$ cat src/rtl/instruction_loader.sv
// Boot-time instruction memory loader: assembles big-endian 32-bit words from a
// byte stream, writes them to instruction memory, verifies a trailing checksum.
module instruction_loader #(
    parameter int unsigned DEPTH     = 512,
    parameter logic [31:0] BASE_ADDR = 32'h0000_0000
) (
    input  logic        Clk,
    input  logic        Rst,
    input  logic        Start,
    input  logic [7:0]  ByteIn,
    input  logic        ByteValid,
    output logic        ByteReady,
    output logic        WrEnable,
    output logic [31:0] WrAddress,
    output logic [31:0] WrData,
    output logic        CpuHold,
    output logic        Done,
    output logic        Error,
    output logic [1:0]  ErrCode,
    output logic [15:0] WordsLoaded
);

    typedef enum logic [2:0] {
        S_IDLE, S_HDR_HI, S_HDR_LO, S_DATA, S_CHK, S_DONE, S_ERROR
    } state_t;

    localparam logic [16:0] DEPTH_L = 17'(DEPTH);

    state_t      r_state;
    state_t      w_next_state;

    logic        r_wr_en;
    logic [31:0] r_wr_addr;
    logic [31:0] r_wr_data;
    logic [15:0] r_words_loaded;
    logic [15:0] r_word_idx;
    logic [1:0]  r_byte_idx;
    logic [1:0]  r_err_code;

    logic [7:0]  r_hdr_hi;
    logic [15:0] r_word_total;
    logic [23:0] r_shift;
    logic [31:0] r_acc;

    logic        w_ready;
    logic        w_accept;
    logic        w_start_ok;
    logic        w_last_byte;
    logic        w_last_word;
    logic        w_overflow;
    logic [15:0] w_hdr_n;
    logic [31:0] w_word;

    assign w_accept    = ByteValid && w_ready;
    assign w_start_ok  = Start && (r_state inside {S_IDLE, S_DONE, S_ERROR});
    assign w_hdr_n     = {r_hdr_hi, ByteIn};
    assign w_overflow  = {1'b0, w_hdr_n} > DEPTH_L;
    assign w_word      = {r_shift, ByteIn};
    assign w_last_byte = (r_byte_idx == 2'd3);
    assign w_last_word = (r_word_idx == r_word_total - 16'd1);

    always_ff @(posedge Clk) begin
        if (!Rst) begin
            r_state <= S_IDLE;
        end else begin
            r_state <= w_next_state;
        end
    end

    // The last word's write may still be in flight on entry to CHK; it lands in
    // the accumulator at least three cycles before the 4th checksum byte can arrive.
    always_comb begin
        w_next_state = r_state;
        case (r_state)
            S_IDLE, S_DONE, S_ERROR: if (Start) w_next_state = S_HDR_HI;
            S_HDR_HI: if (w_accept) w_next_state = S_HDR_LO;
            S_HDR_LO: begin
                if (w_accept) begin
                    if (w_overflow)           w_next_state = S_ERROR;
                    else if (w_hdr_n == 16'd0) w_next_state = S_CHK;
                    else                      w_next_state = S_DATA;
                end
            end
            S_DATA: if (w_accept && w_last_byte && w_last_word) w_next_state = S_CHK;
            S_CHK: begin
                if (w_accept && w_last_byte)
                    w_next_state = (w_word == r_acc) ? S_DONE : S_ERROR;
            end
            default: w_next_state = S_IDLE;
        endcase
    end

    always_comb begin
        w_ready = 1'b0;
        Done    = 1'b0;
        Error   = 1'b0;
        CpuHold = 1'b1;
        case (r_state)
            S_HDR_HI, S_HDR_LO, S_DATA, S_CHK: w_ready = 1'b1;
            S_DONE: begin
                Done    = 1'b1;
                CpuHold = 1'b0;
            end
            S_ERROR: Error = 1'b1;
            default: ;
        endcase
    end

    always_ff @(posedge Clk) begin
        if (!Rst) begin
            r_wr_en        <= 1'b0;
            r_wr_addr      <= 32'd0;
            r_wr_data      <= 32'd0;
            r_words_loaded <= 16'd0;
            r_word_idx     <= 16'd0;
            r_byte_idx     <= 2'd0;
            r_err_code     <= 2'd0;
        end else begin
            r_wr_en <= 1'b0;
            if (w_start_ok) begin
                r_words_loaded <= 16'd0;
                r_word_idx     <= 16'd0;
                r_byte_idx     <= 2'd0;
                r_err_code     <= 2'd0;
            end else begin
                if (r_wr_en) r_words_loaded <= r_words_loaded + 16'd1;
                if (w_accept) begin
                    case (r_state)
                        S_HDR_LO: begin
                            r_byte_idx <= 2'd0;
                            r_word_idx <= 16'd0;
                            if (w_overflow) r_err_code <= 2'd1;
                        end
                        S_DATA: begin
                            r_byte_idx <= r_byte_idx + 2'd1;
                            if (w_last_byte) begin
                                r_wr_en    <= 1'b1;
                                r_wr_addr  <= BASE_ADDR + {14'd0, r_words_loaded, 2'b00};
                                r_wr_data  <= w_word;
                                r_word_idx <= r_word_idx + 16'd1;
                            end
                        end
                        S_CHK: begin
                            r_byte_idx <= r_byte_idx + 2'd1;
                            if (w_last_byte && (w_word != r_acc)) r_err_code <= 2'd2;
                        end
                        default: ;
                    endcase
                end
            end
        end
    end

    // Datapath registers carry no reset; Start clears the accumulator before use.
    always_ff @(posedge Clk) begin
        if (w_start_ok) begin
            r_acc <= 32'd0;
        end else if (r_wr_en) begin
            r_acc <= r_acc + r_wr_data;
        end
        if (w_accept) begin
            r_shift <= w_word[23:0];
            if (r_state == S_HDR_HI) r_hdr_hi     <= ByteIn;
            if (r_state == S_HDR_LO) r_word_total <= w_hdr_n;
        end
    end

    assign ByteReady   = w_ready;
    assign WrEnable    = r_wr_en;
    assign WrAddress   = r_wr_addr;
    assign WrData      = r_wr_data;
    assign ErrCode     = r_err_code;
    assign WordsLoaded = r_words_loaded;

endmodule

$ cat config.mk
export PLATFORM = sky130hd
export DESIGN_NAME = instruction_loader
export DESIGN_NICKNAME = d
export VERILOG_FILES = /design/src/rtl/instruction_loader.sv
export SDC_FILE = /design/constraint.sdc
export NUM_CORES = 1
export LEC_CHECK = 0
export CAP_MARGIN = 30
export CORE_MARGIN = 2
export CORE_UTILIZATION = 50
export CTS_BUF_LIST = sky130_fd_sc_hd__clkbuf_16
export DETAILED_ROUTE_END_ITERATION = 6
export PLACE_DENSITY = 0.84
export SYNTH_ARGS = -nofsm -noshare
export SYNTH_HDL_FRONTEND = slang
export SYNTH_SLANG_ARGS = --single-unit
$ cat constraint.sdc
create_clock -name Clk -period 7.87 [get_ports Clk]
set_input_delay 1.574 -clock Clk [delete_from_list [all_inputs] [get_ports Clk]]
set_output_delay 1.574 -clock Clk [all_outputs]
set_load 0.1 [all_outputs]
==> impl_metrics.yaml <==
run_status:
  status: "complete, no violations"
layout:
  final-instance-count-excl-fill: 1279
  final_common_cell: "nand2_1"
  antenna_cells: 0
  area_growth_syn_to_layout_pct: 17.6
  drive_above_1_share_pct: 4.36
  final_cell_mix: "nand2_1 (147), dfxtp_1 (120), nor2_1 (97)"
  final_nets: 1089
critical_path:
  end_kind: "output port"
  path_class: "reg2out"
  arrival_ps: 2740
  crit_fanout: 20
  start_kind: "register"
  reg2reg_depth: 12
  crit_required_ps: 6300
timing:
  worst_slack_ps: 3560
  slew_viol_final: 0
  setup_viol: 0
  fin_crit_sh_pct: 54.8
  finalHoldViolations: 0
  worst_slew_pin_slew_ps: 1010
  fin_skew_ps: 10.5
  tns_ps: 0
  fmax_mhz: 232
  fin_crit_ps: 4310
  slew_headroom_pct: 32.5
  hold_ws_ps: 449
  rsz0062_at_grt: "no"
detailed_routing:
  ant_nets: 0
  wire_per_inst_um: 16.7
  drt_pass1_iterations: 5
  totalWireLength_um: 21300
  via_count: 7281
  drc: 0
  drtIter0Drc: 572
  vias_per_cell: 5.69
min_path:
  hp-class: "reg2reg"
  hold_depth: 0
cts:
  postCtsHoldBufs: 0
  clk_transition_reported_paths_ps: 70
  cts_sinks: 168
  cts_buffer_depth: 2
  cts_tree: "done"
  cts_buffers: 17
  post_cts_resized: 0
  clk_latency_ps: 430
  htree_levels: 4
  cts-root-buf: "clkbuf_16"
  cts_setup_buffers: 0
die:
  core_area_mm2: 0.0172
  die_x_um: 136
  rows: 48
  die_h_um: 136
  start_util_pct: 50.7
  pin_count: 99
  dieArea_mm2: 0.0185
yosys:
  syn_area_per_cell_um2: 8.96
  synthArstFlopShare_pct: 0
  synthFlopType: "dfxtp_1"
  synth_area_mm2: 0.00871
  synthDistinctLibCells: 65
  synth_top_area_cell: "dfxtp_1"
  synth_cells: 973
  yosys_warnings: 0
  synth_edf_count: 48
  ys_seq_area_share_pct: 44.1
  synth_top_area_share_pct: 27.6
  ys_ff_latch: 168
  synth_area_leaders: "dfxtp_1 (28%), edfxtp_1 (17%), xnor2_1 (6.6%)"
global_route:
  grt_pass1_wl_um: 33700
  antenna_found_initial: 0
  grt_pass1_vias: 6690
  grt_max_degree: 50
  track_usage_pct: 23.2
  overflow: 0
power_and_ir_drop:
  netSwitchingPower_mw: 0.654
  power_frac_seq_pct: 47.1
  p_int_mw: 1.57
  p_comb_share_pct: 15.0
  swShare_pct: 29.4
  clkPwrFrac_pct: 37.9
  vdd_ir_drop_max_mv: 0.193
  powerDensity_mw_per_mm2: 217
  p_leak_nw: 3.69
placement:
  place_inst: 1247
  place_ws_ps: 3860
  place.gp.congestion: 0.939
  place_hpwl_um: 14900
  place.port_buffers: 82
job:
  drv_cap: 0
==> stage by stage <==
stage | total power [mW] | utilization [%] | instance area (um2)
floorplan | 1.30 | - | 8770
global placement | 1.38 | 56.1 | 9640
CTS | 2.23 | 59.7 | 10300
finish | 2.22 | 59.7 | 10300
global route | 2.30 | 59.7 | 10300
detailed placement | 1.39 | 56.3 | 9660
==> power by group through the flow <==
stage | logic (mW) | clock network [mW] | registers, mW
floorplan | 0.272 | 0 | 1.03
global placement | 0.317 | 0 | 1.06
detailed placement | 0.329 | 0 | 1.06
CTS | 0.331 | 0.850 | 1.05
global route | 0.358 | 0.886 | 1.05
finish | 0.334 | 0.843 | 1.05
==> kinds of logic after synthesis <==
logic type / Yosys count / synth area share, %
AO/OA/AOI/OAI: 199 / 14.5
multiplexers: 23 / 2.64
adder cells (fa/ha/maj): 36 / 5.26
AND/OR/NAND/NOR: 370 / 19.5
other: 1 / 0.0430
flip-flops: 168 / 44.1
buffers and inverters: 79 / 4.19
XOR/XNOR: 97 / 9.75
==> critical path, stage by stage, from the launching register on <==
cell             delay (ps)
dfxtp_1                 670
nor2_1                  190
xnor2_1                 250
clkdlybuf4s50_1        1180
==> per-layer routing <==
layer | part of all wire [%] | global-route usage, %
met1 | 44 | 30.6
met5 | 0 | 0
met3 | 6.4 | 4.29
met4 | 2.4 | 8.56
met2 | 47 | 38.0
==> sequential cells by signal, summed over array words and instances, names as in the netlist <==
name,flops
ErrCode,2
WrAddress,16
WrEnable,1
r_byte_idx,2
WordsLoaded,16
r_hdr_hi,8
r_word_total,16
WrData,32
r_acc,32
r_state,3
r_shift,24
r_word_idx,16
==> cell usage after synthesis (all sizes together), types with 5 or more instances <==
library cell  number
nor3              22
dfxtp            120
inv               23
o21a               8
edfxtp            48
nor2              97
a21o              14
clkbuf            35
nand3             16
nand2            147
xor2              31
nand4             21
o21ai             28
a21boi            11
and3               9
ha                35
a211oi            10
a21oi             79
xnor2             66
and2               5
nor2b              9
buf               20
mux2i             23
nor4               7
nand2b            12
a31oi              7
==> final cells by class <==
cell class,instances,area (um2)
Tap cell,225,282
Clock inverter,15,163
Sequential cell,168,3840
Multi-Input combinational cell,741,4570
Clock buffer,17,425
Timing Repair Buffer,89,881
Fill cell,1447,6930
Inverter,24,90.1
==> final timing paths <==
path	slack, ps	from	end
min reg2reg	450	r_hdr_hi[4]	r_word_total[12]
max	3560	r_state[1]	ByteReady
min	450	r_hdr_hi[4]	r_word_total[12]
max reg2reg	4420	r_acc[0]	r_acc[30]
Note: power is estimated with default switching activity, not from simulation.
